<file path="src/rtl/mdll_fcal_search.sv">
// mdll_fcal_search
// Sequencer for MDLL coarse frequency calibration. A JTAG start edge launches
// an MSB-first successive-approximation search over the DCO control offset.
// Each trial loads a candidate offset, waits settle_cycles, runs one frequency
// count through the fcal handshake and compares the count against target_cnt.
// The trial with the smallest |cnt - target| is reported on best_*.
//
// Ports
//   clk, rst        : clock, synchronous active-high reset
//   start           : JTAG level, rising edge requests a calibration
//   target_cnt      : desired fcal count
//   settle_cycles   : wait after each offset load (0 = no wait)
//   fcal_ready      : MDLL measurement complete, fcal_cnt valid
//   fcal_cnt        : MDLL measured count
//   dco_ctl_offset  : offset applied to the DCO
//   load_offset     : one-cycle pulse loading dco_ctl_offset into the MDLL
//   fcal_start      : held high to request/hold a measurement
//   busy            : search in progress
//   done            : sticky completion flag
//   timeout_err     : sticky abort flag
//   best_offset     : trial offset with the smallest |cnt - target|
//   best_cnt        : count measured at best_offset
module mdll_fcal_search #(
   parameter int N_OFFSET = 5,
   parameter int N_CNT    = 10,
   parameter int TIMEOUT  = 1023
) (
   input  logic                clk,
   input  logic                rst,
   input  logic                start,
   input  logic [N_CNT-1:0]    target_cnt,
   input  logic [7:0]          settle_cycles,
   input  logic                fcal_ready,
   input  logic [N_CNT-1:0]    fcal_cnt,
   output logic [N_OFFSET-1:0] dco_ctl_offset,
   output logic                load_offset,
   output logic                fcal_start,
   output logic                busy,
   output logic                done,
   output logic                timeout_err,
   output logic [N_OFFSET-1:0] best_offset,
   output logic [N_CNT-1:0]    best_cnt
);

   localparam int IW = (N_OFFSET > 1) ? $clog2(N_OFFSET) : 1;
   localparam int WW = $clog2(TIMEOUT + 1);

   typedef enum logic [2:0] {
      S_IDLE, S_LOAD, S_SETTLE, S_MEAS, S_RELEASE, S_DECIDE, S_FINISH
   } state_t;

   state_t              state_q, state_d;
   logic                arm_q, arm_d;
   logic [IW-1:0]       idx_q, idx_d;
   logic [N_OFFSET-1:0] trial_q, trial_d;
   logic [N_OFFSET-1:0] dco_q, dco_d;
   logic                load_q, load_d;
   logic                fstart_q, fstart_d;
   logic                busy_q, busy_d;
   logic                done_q, done_d;
   logic                tout_q, tout_d;
   logic [N_OFFSET-1:0] boff_q, boff_d;
   logic [N_CNT-1:0]    bcnt_q, bcnt_d;
   logic [N_CNT-1:0]    berr_q, berr_d;
   logic                have_q, have_d;
   logic [N_CNT-1:0]    cnt_q, cnt_d;
   logic [7:0]          settle_q, settle_d;
   logic [WW-1:0]       wd_q, wd_d;

   logic [N_CNT-1:0]    err_s;
   logic [N_OFFSET-1:0] bit_s;
   logic [N_OFFSET-1:0] next_bit_s;
   logic [N_OFFSET-1:0] trial_dec_s;

   // State and output registers; rst clears everything including the start arm.
   always_ff @(posedge clk) begin
      if (rst) begin
         state_q  <= S_IDLE;
         arm_q    <= 1'b0;
         idx_q    <= '0;
         trial_q  <= '0;
         dco_q    <= '0;
         load_q   <= 1'b0;
         fstart_q <= 1'b0;
         busy_q   <= 1'b0;
         done_q   <= 1'b0;
         tout_q   <= 1'b0;
         boff_q   <= '0;
         bcnt_q   <= '0;
         berr_q   <= '0;
         have_q   <= 1'b0;
         cnt_q    <= '0;
         settle_q <= '0;
         wd_q     <= '0;
      end else begin
         state_q  <= state_d;
         arm_q    <= arm_d;
         idx_q    <= idx_d;
         trial_q  <= trial_d;
         dco_q    <= dco_d;
         load_q   <= load_d;
         fstart_q <= fstart_d;
         busy_q   <= busy_d;
         done_q   <= done_d;
         tout_q   <= tout_d;
         boff_q   <= boff_d;
         bcnt_q   <= bcnt_d;
         berr_q   <= berr_d;
         have_q   <= have_d;
         cnt_q    <= cnt_d;
         settle_q <= settle_d;
         wd_q     <= wd_d;
      end
   end

   // Trial arithmetic: absolute error without overflow and the SAR bit update.
   always_comb begin
      if (cnt_q > target_cnt) begin
         err_s = cnt_q - target_cnt;
      end else begin
         err_s = target_cnt - cnt_q;
      end
      bit_s      = N_OFFSET'(1) << idx_q;
      next_bit_s = N_OFFSET'(1) << (idx_q - IW'(1));
      // Count too high means frequency too high: drop the bit under test.
      if (cnt_q > target_cnt) begin
         trial_dec_s = trial_q & ~bit_s;
      end else begin
         trial_dec_s = trial_q;
      end
   end

   // Next-state and output logic.
   always_comb begin
      state_d  = state_q;
      idx_d    = idx_q;
      trial_d  = trial_q;
      dco_d    = dco_q;
      load_d   = 1'b0;
      fstart_d = fstart_q;
      busy_d   = busy_q;
      done_d   = done_q;
      tout_d   = tout_q;
      boff_d   = boff_q;
      bcnt_d   = bcnt_q;
      berr_d   = berr_q;
      have_d   = have_q;
      cnt_d    = cnt_q;
      settle_d = settle_q;
      wd_d     = wd_q;
      // Armed only after start has been seen low; reset disarms it so a start
      // held high through reset cannot launch a run.
      arm_d    = ~start;

      case (state_q)
         S_IDLE: begin
            if (start && arm_q) begin
               done_d  = 1'b0;
               tout_d  = 1'b0;
               busy_d  = 1'b1;
               idx_d   = IW'(N_OFFSET - 1);
               trial_d = N_OFFSET'(1) << (N_OFFSET - 1);
               dco_d   = N_OFFSET'(1) << (N_OFFSET - 1);
               load_d  = 1'b1;
               boff_d  = '0;
               bcnt_d  = '0;
               berr_d  = '0;
               have_d  = 1'b0;
               state_d = S_LOAD;
            end else begin
               state_d = S_IDLE;
            end
         end
         S_LOAD: begin
            if (settle_cycles == 8'd0) begin
               fstart_d = 1'b1;
               wd_d     = '0;
               state_d  = S_MEAS;
            end else begin
               settle_d = 8'd0;
               state_d  = S_SETTLE;
            end
         end
         S_SETTLE: begin
            if (({1'b0, settle_q} + 9'd1) >= {1'b0, settle_cycles}) begin
               fstart_d = 1'b1;
               wd_d     = '0;
               state_d  = S_MEAS;
            end else begin
               settle_d = settle_q + 8'd1;
            end
         end
         S_MEAS: begin
            if (fcal_ready) begin
               cnt_d    = fcal_cnt;
               fstart_d = 1'b0;
               wd_d     = '0;
               state_d  = S_RELEASE;
            end else if (wd_q >= WW'(TIMEOUT - 1)) begin
               fstart_d = 1'b0;
               busy_d   = 1'b0;
               done_d   = 1'b1;
               tout_d   = 1'b1;
               state_d  = S_IDLE;
            end else begin
               wd_d = wd_q + WW'(1);
            end
         end
         S_RELEASE: begin
            if (!fcal_ready) begin
               state_d = S_DECIDE;
            end else if (wd_q >= WW'(TIMEOUT - 1)) begin
               busy_d  = 1'b0;
               done_d  = 1'b1;
               tout_d  = 1'b1;
               state_d = S_IDLE;
            end else begin
               wd_d = wd_q + WW'(1);
            end
         end
         S_DECIDE: begin
            // Strict compare: on a tie the earlier trial is kept.
            if (!have_q || (err_s < berr_q)) begin
               boff_d = trial_q;
               bcnt_d = cnt_q;
               berr_d = err_s;
               have_d = 1'b1;
            end else begin
               have_d = have_q;
            end
            if (idx_q != '0) begin
               idx_d   = idx_q - IW'(1);
               trial_d = trial_dec_s | next_bit_s;
               dco_d   = trial_dec_s | next_bit_s;
               load_d  = 1'b1;
               state_d = S_LOAD;
            end else begin
               // Final SAR value is applied even if it was never measured.
               trial_d = trial_dec_s;
               dco_d   = trial_dec_s;
               load_d  = 1'b1;
               busy_d  = 1'b0;
               done_d  = 1'b1;
               state_d = S_FINISH;
            end
         end
         S_FINISH: begin
            state_d = S_IDLE;
         end
         default: begin
            fstart_d = 1'b0;
            busy_d   = 1'b0;
            state_d  = S_IDLE;
         end
      endcase
   end

   assign dco_ctl_offset = dco_q;
   assign load_offset    = load_q;
   assign fcal_start     = fstart_q;
   assign busy           = busy_q;
   assign done           = done_q;
   assign timeout_err    = tout_q;
   assign best_offset    = boff_q;
   assign best_cnt       = bcnt_q;

endmodule

</file>
<file path="config.mk">
export PLATFORM = sky130hd
export DESIGN_NAME = mdll_fcal_search
export DESIGN_NICKNAME = d
export VERILOG_FILES = /design/src/rtl/mdll_fcal_search.sv
export SDC_FILE = /design/constraint.sdc
export NUM_CORES = 1
export LEC_CHECK = 0
export CORE_MARGIN = 10
export CORE_UTILIZATION = 30
export CTS_BUF_LIST = sky130_fd_sc_hd__clkbuf_16
export DETAILED_ROUTE_END_ITERATION = 8
export DONT_BUFFER_PORTS = 1
export PLACE_DENSITY = 0.51
export SKIP_LAST_GASP = 1
export SLEW_MARGIN = 0
export SYNTH_ARGS = -nofsm -noshare
export SYNTH_HDL_FRONTEND = slang
export SYNTH_SLANG_ARGS = --single-unit
</file>
<file path="constraint.sdc">
create_clock -name clk -period 14.35 [get_ports clk]
set_input_delay 3.5875 -clock clk [delete_from_list [all_inputs] [get_ports clk]]
set_output_delay 3.5875 -clock clk [all_outputs]
set_load 0.05 [all_outputs]
</file>
After elaboration in Yosys (flattened, before gate mapping). Index checks and enable logic that the tools add are counted.

Output and inout port bits: 25. Register bits after elaboration: 71. Bits of input ports: 32.

Mux-type cells: 58. Eq/ne operators: 17. Add/subtract/negate cells: 6. Order comparisons: 4. Reduce and logical (&&, ||, !) cells: 23. Bitwise operators: 6. Shifts and indexed selects: 2.

Operators by type and width (number): $mux 10 (9); $pmux 10 s2 (2); $pmux 10 s4 (1); $mux 5 (5); $mux 1 (21); $mux 3 (7); $ne 2x2->1 const B (10); $pmux 5 s2 (2); $sub 10x10->10 (2); $pmux 3 s6 (1); $mux 8 (2); $pmux 8 s2 (1); $reduce_and 4->1 (3); $add 10x1->10 const B (1); $ge 10x10->1 const B (1); $gt 10x10->1 (1); $lt 10x10->1 (1); $reduce_and 5->1 (2); $shl 1x3->5 const A (2); $add 8x1->9 const B (1); $eq 3x3->1 const B (3); $ge 9x8->1 (1); $reduce_and 3->1 (3); $add 8x1->8 const B (1); 24 further kinds (33).

Depth between registers and ports, before layout.
Depth after elaboration: 7. Mapped depth: 21. Gate-level depth less buffers: 19.

Worst setup path after synthesis. OpenSTA, ideal clock, no wires.

Path kind: input -> register. Start point: input port target_cnt[0]. End point: register berr_q[2]. Data required time: 14263 ps. Slack: 7277 ps. Buffers on the path: 2. Stages on the path: 20. Arrival time: 6986 ps. Path through: ha_1 > inv_1 > fa_1 > a211oi_1 > nor2_1 > a221oi_2 > a21oi_2 > buf_6 > mux2i_1 > xnor2_1 > inv_1 > ha_1 > a21o_1 > a21o_1 > a211o_1 > o221a_2 > buf_6 > nor4b_2 > mux2i_1 > o31ai_1.

Longest elaborated chain between the ends: 6.

Ends and longest elaborated chain: start, declared (line 31) `input logic [N_CNT-1:0] target_cnt,`; $sub 10x10->10 (tied with other cells) (line 121) `err_s = target_cnt - cnt_q;`; $mux 10 (*) (line 118) `if (cnt_q > target_cnt) begin`; $lt 10x10->1 (line 223) `if (!have_q || (err_s < berr_q)) begin`; $logic_or 1x1->1 (line 223); $ne 2x2->1 (no source line); $reduce_and 3->1 (no source line); end signal, assigned (line 108) `berr_q <= berr_d;`; end, declared (line 64) `logic [N_CNT-1:0] berr_q, berr_d;`.

Mark *: on every way between the ends. The rest lies on a longest branch, timed or not. The select of a mux whose other input is x is not followed. A chain may end at the register's enable or synchronous reset.

Worst setup path after layout.
Start point: input port target_cnt[3]. End point: register berr_q[7].

The elaborated chain is that of the path after synthesis.

==> run metrics <==
drt total wl 12.4 mm; I/O Buffers 0; Pre-Repair DR Iteration Count 4; synthesized cell area 0.00477 sq mm; final-report max-slew violation count 0; Mapped Nets 687; core footprint 0.0157 sq mm; Clock power frac 49.1%; All-Layer GR Usage 11.4%; CTS tree built; Initial DRC Count 233; CP Launch Point target_cnt[3]; chip width 146 um; area grow syn2layout 9.75%; Layout Utilization 33.3%; final period demand of the worst path 7370 ps; maximum VDD drop 58.2 uV; row count 46; Post-CTS Hold Fix Bufs 0; status completed; post_cts resized 0; HP Class reg -> reg; Comb pwr share 12.5%; GRT overflow 0; critical path data arrival time 7610 ps; Post CTS Setup Buffer Count 0; FF-to-FF End berr_q[7]; fill cell count 1649; Setup Skew 6.43 ps; first-pass GRT wire length 20.4 mm; H-tree depth 3; critical path required time 14600 ps; post-synthesis cell type count 61; Num CTS Buffers 9; slew of the pin with the lowest slew margin 796 ps; RSZ-0062 raised after global routing no; share of layout cells above drive strength 1 6.63%; Setup Crit Path Kind in -> reg; Post-DP HPWL 9.17 mm; Worst Setup EP berr_q[7]; clock sink count 71; vias in the first global route 4006; top post-synthesis cells by area dfxtp_1 30%, ha_1 12%, a21oi_1 6.7%; Synth area leader dfxtp_1; Post-synth EDFFs 0; Tot Pwr 0.000567 W; Routed Antenna Nets 0; Diodes inserted 0; Net Sw Power 0.000149 W; Hold Fails Final Rpt 0; Internal 0.000419 W; pre-CTS setup slack 6680 ps; R2R depth 18; startpoint types input pin; fmax 0.136 GHz; Crit Reg-Reg Startpoint cnt_q[0]; switching share of power 26.2%; routed len/inst 15.4 um; Leak 1.93 nW; multi-input logic area 0.00299 sq mm; GR met1 Demand/Resource 13.6%; die area 0.0214 sq mm; met3 Resource Use GR 3.18%; max-cap violation count 0; Synth Register Bits 71; via density per instance 5.13; crit path capture type register; final cycle utilization of the critical path 51.3%; initial antenna violation count 0; Nets 661; Post-synth top flop dfxtp_1; Placer Congestion 0.869; Placed Cells 788; asr flop ratio synth 0%; headroom to the max-slew limit 46.9%; via count 4127; Layout Cells excl Fill 804; Clock Path Buffers 2; sequential cell area 0.00142 sq mm; Die Y-Extent 146 um; Clk Latency, worst-skew pair 340 ps; global route hottest layer met2; DRC Markers 0; final setup vio count 0; Final TNS setup 0 ps; M2 GR Usage 19.6%; critical-path maximum fanout 31; Post-Syn Area per Cell 7.84 sq um; io pins 57; final worst slack 6980 ps; largest net degree at the start of global routing 77; reg-to-reg slack, setup 9710 ps; PwrDens 108 mW/mm^2; CTS Root Cell clkbuf_16; clock edge transition at the registers on the reported setup and hold paths 60 ps; yosys warns 0; Synth Instances 609; share of power burned in registers 38.4%; top cell type's share of synthesized area 29.8%; Starting Density 30.4%; sequential element share of the synthesized area 29.8%
-- through the flow --
| stage | instance area (sq um) | hold WS, ps |
|---|---|---|
| 2_1_floorplan | 4770 | 429 |
| 3_3_place_gp | 4870 | 452 |
| 3_5_place_dp | 4870 | 453 |
| 4_1_cts | 5240 | 461 |
| 5_1_grt | 5240 | 499 |
| 6_report | 5240 | 460 |
-- cells in the final DEF, fill, tap and decap left out, drive strengths merged, types with 5 or more instances in the layout --
cell type,n
a31oi,7
nor2b,12
ha,44
nand2,80
a311oi,6
o31ai,6
nor4,9
a21oi,66
xnor2,8
mux2i,14
a21o,10
clkbuf,9
or2,7
o21ai,19
nand3,31
a221oi,6
or3,5
a211oi,7
nor4b,5
nor2,38
dfxtp,71
nand2b,5
nor3,7
a22o,6
nand4,6
inv,49
-- per-layer routing --
layer,wire length [um],up-vias
met5,0,-
met1,5540,1948
met3,683,13
met4,155,0
met2,6020,57
li1,-,2109
-- cells by family after synthesis --
kind of cell | synth area share [%]
xor gates and xnor gates | 2.02
adders and majority gates | 12.4
AOI/OAI and AO/OA | 21.8
and+or+nand+nor | 22.9
buffers and inverters | 7.57
muxes | 3.64
DFF | 29.8
-- worst min-delay path by stage --
stage                     cells past startpoint      start        end  slack, ps
after floorplan                               2  berr_q[0]  berr_q[0]        430
after detailed placement                      2  berr_q[0]  berr_q[0]        450
after global placement                        2  berr_q[0]  berr_q[0]        450
after global routing                          2  berr_q[0]  berr_q[0]        500
final                                         2  berr_q[0]  berr_q[0]        460
after CTS                                     2  berr_q[0]  berr_q[0]        460
-- worst max-delay path, cell delays in order --
cell	delay, ps
inv_1	20
ha_1	440
o21ai_0	140
nor2_1	170
a221oi_2	100
a21oi_2	620
mux2i_1	300
xnor2_1	180
inv_1	70
ha_1	290
a21o_1	160
a21o_1	170
a211o_1	300
o221a_2	500
or3_1	420
o32ai_1	130
-- synth_stat cells, drive strengths merged (2+ instances only) --
cell,number
nor3,7
nand2,80
a221oi,6
a22o,6
dfxtp,71
inv,48
a311oi,6
nor4b,5
a21oi,66
fa,2
a21o,10
nor4,9
mux2i,14
o32ai,2
buf,17
a22oi,4
or3,5
nand3,31
a31oi,7
clkbuf,21
o221a,2
nand4,6
a41oi,2
ha,44
o31ai,6
nand3b,2
and2,3
nor2,38
a211oi,7
xnor2,8
o21ai,19
or2,7
a32o,2
nor2b,12
mux2,3
o211ai,2
o221ai,2
o22ai,3
nor3b,2
nand2b,5
and3,4
xor2,3
-- cell type report --
type / instances / area share, %
Timing Repair Buffer: 1 / 0.143
Clock inverter: 7 / 2.75
Inverter: 48 / 3.44
Tap cell: 216 / 5.16
Sequential cell: 71 / 27.1
Multi-Input combinational cell: 452 / 57.1
Clock buffer: 9 / 4.30
-- flip-flops by register name, summed over array words and instances, names as in the netlist, 3 cells and up --
register,count
berr_q,10
best_cnt,10
cnt_q,10
wd_q,10
settle_q,8
best_offset,5
dco_ctl_offset,5
idx_q,3
state_q,3
-- power by group through the flow --
stage | combinational, W | clock [W] | sequential (W)
2_1_floorplan | 0.0000663 | 0 | 0.000214
3_3_place_gp | 0.0000697 | 0 | 0.000222
3_5_place_dp | 0.0000709 | 0 | 0.000222
4_1_cts | 0.0000713 | 0.000287 | 0.000218
5_1_grt | 0.0000806 | 0.000296 | 0.000219
6_report | 0.0000710 | 0.000278 | 0.000218
Note: power is estimated with default switching activity, not from simulation.
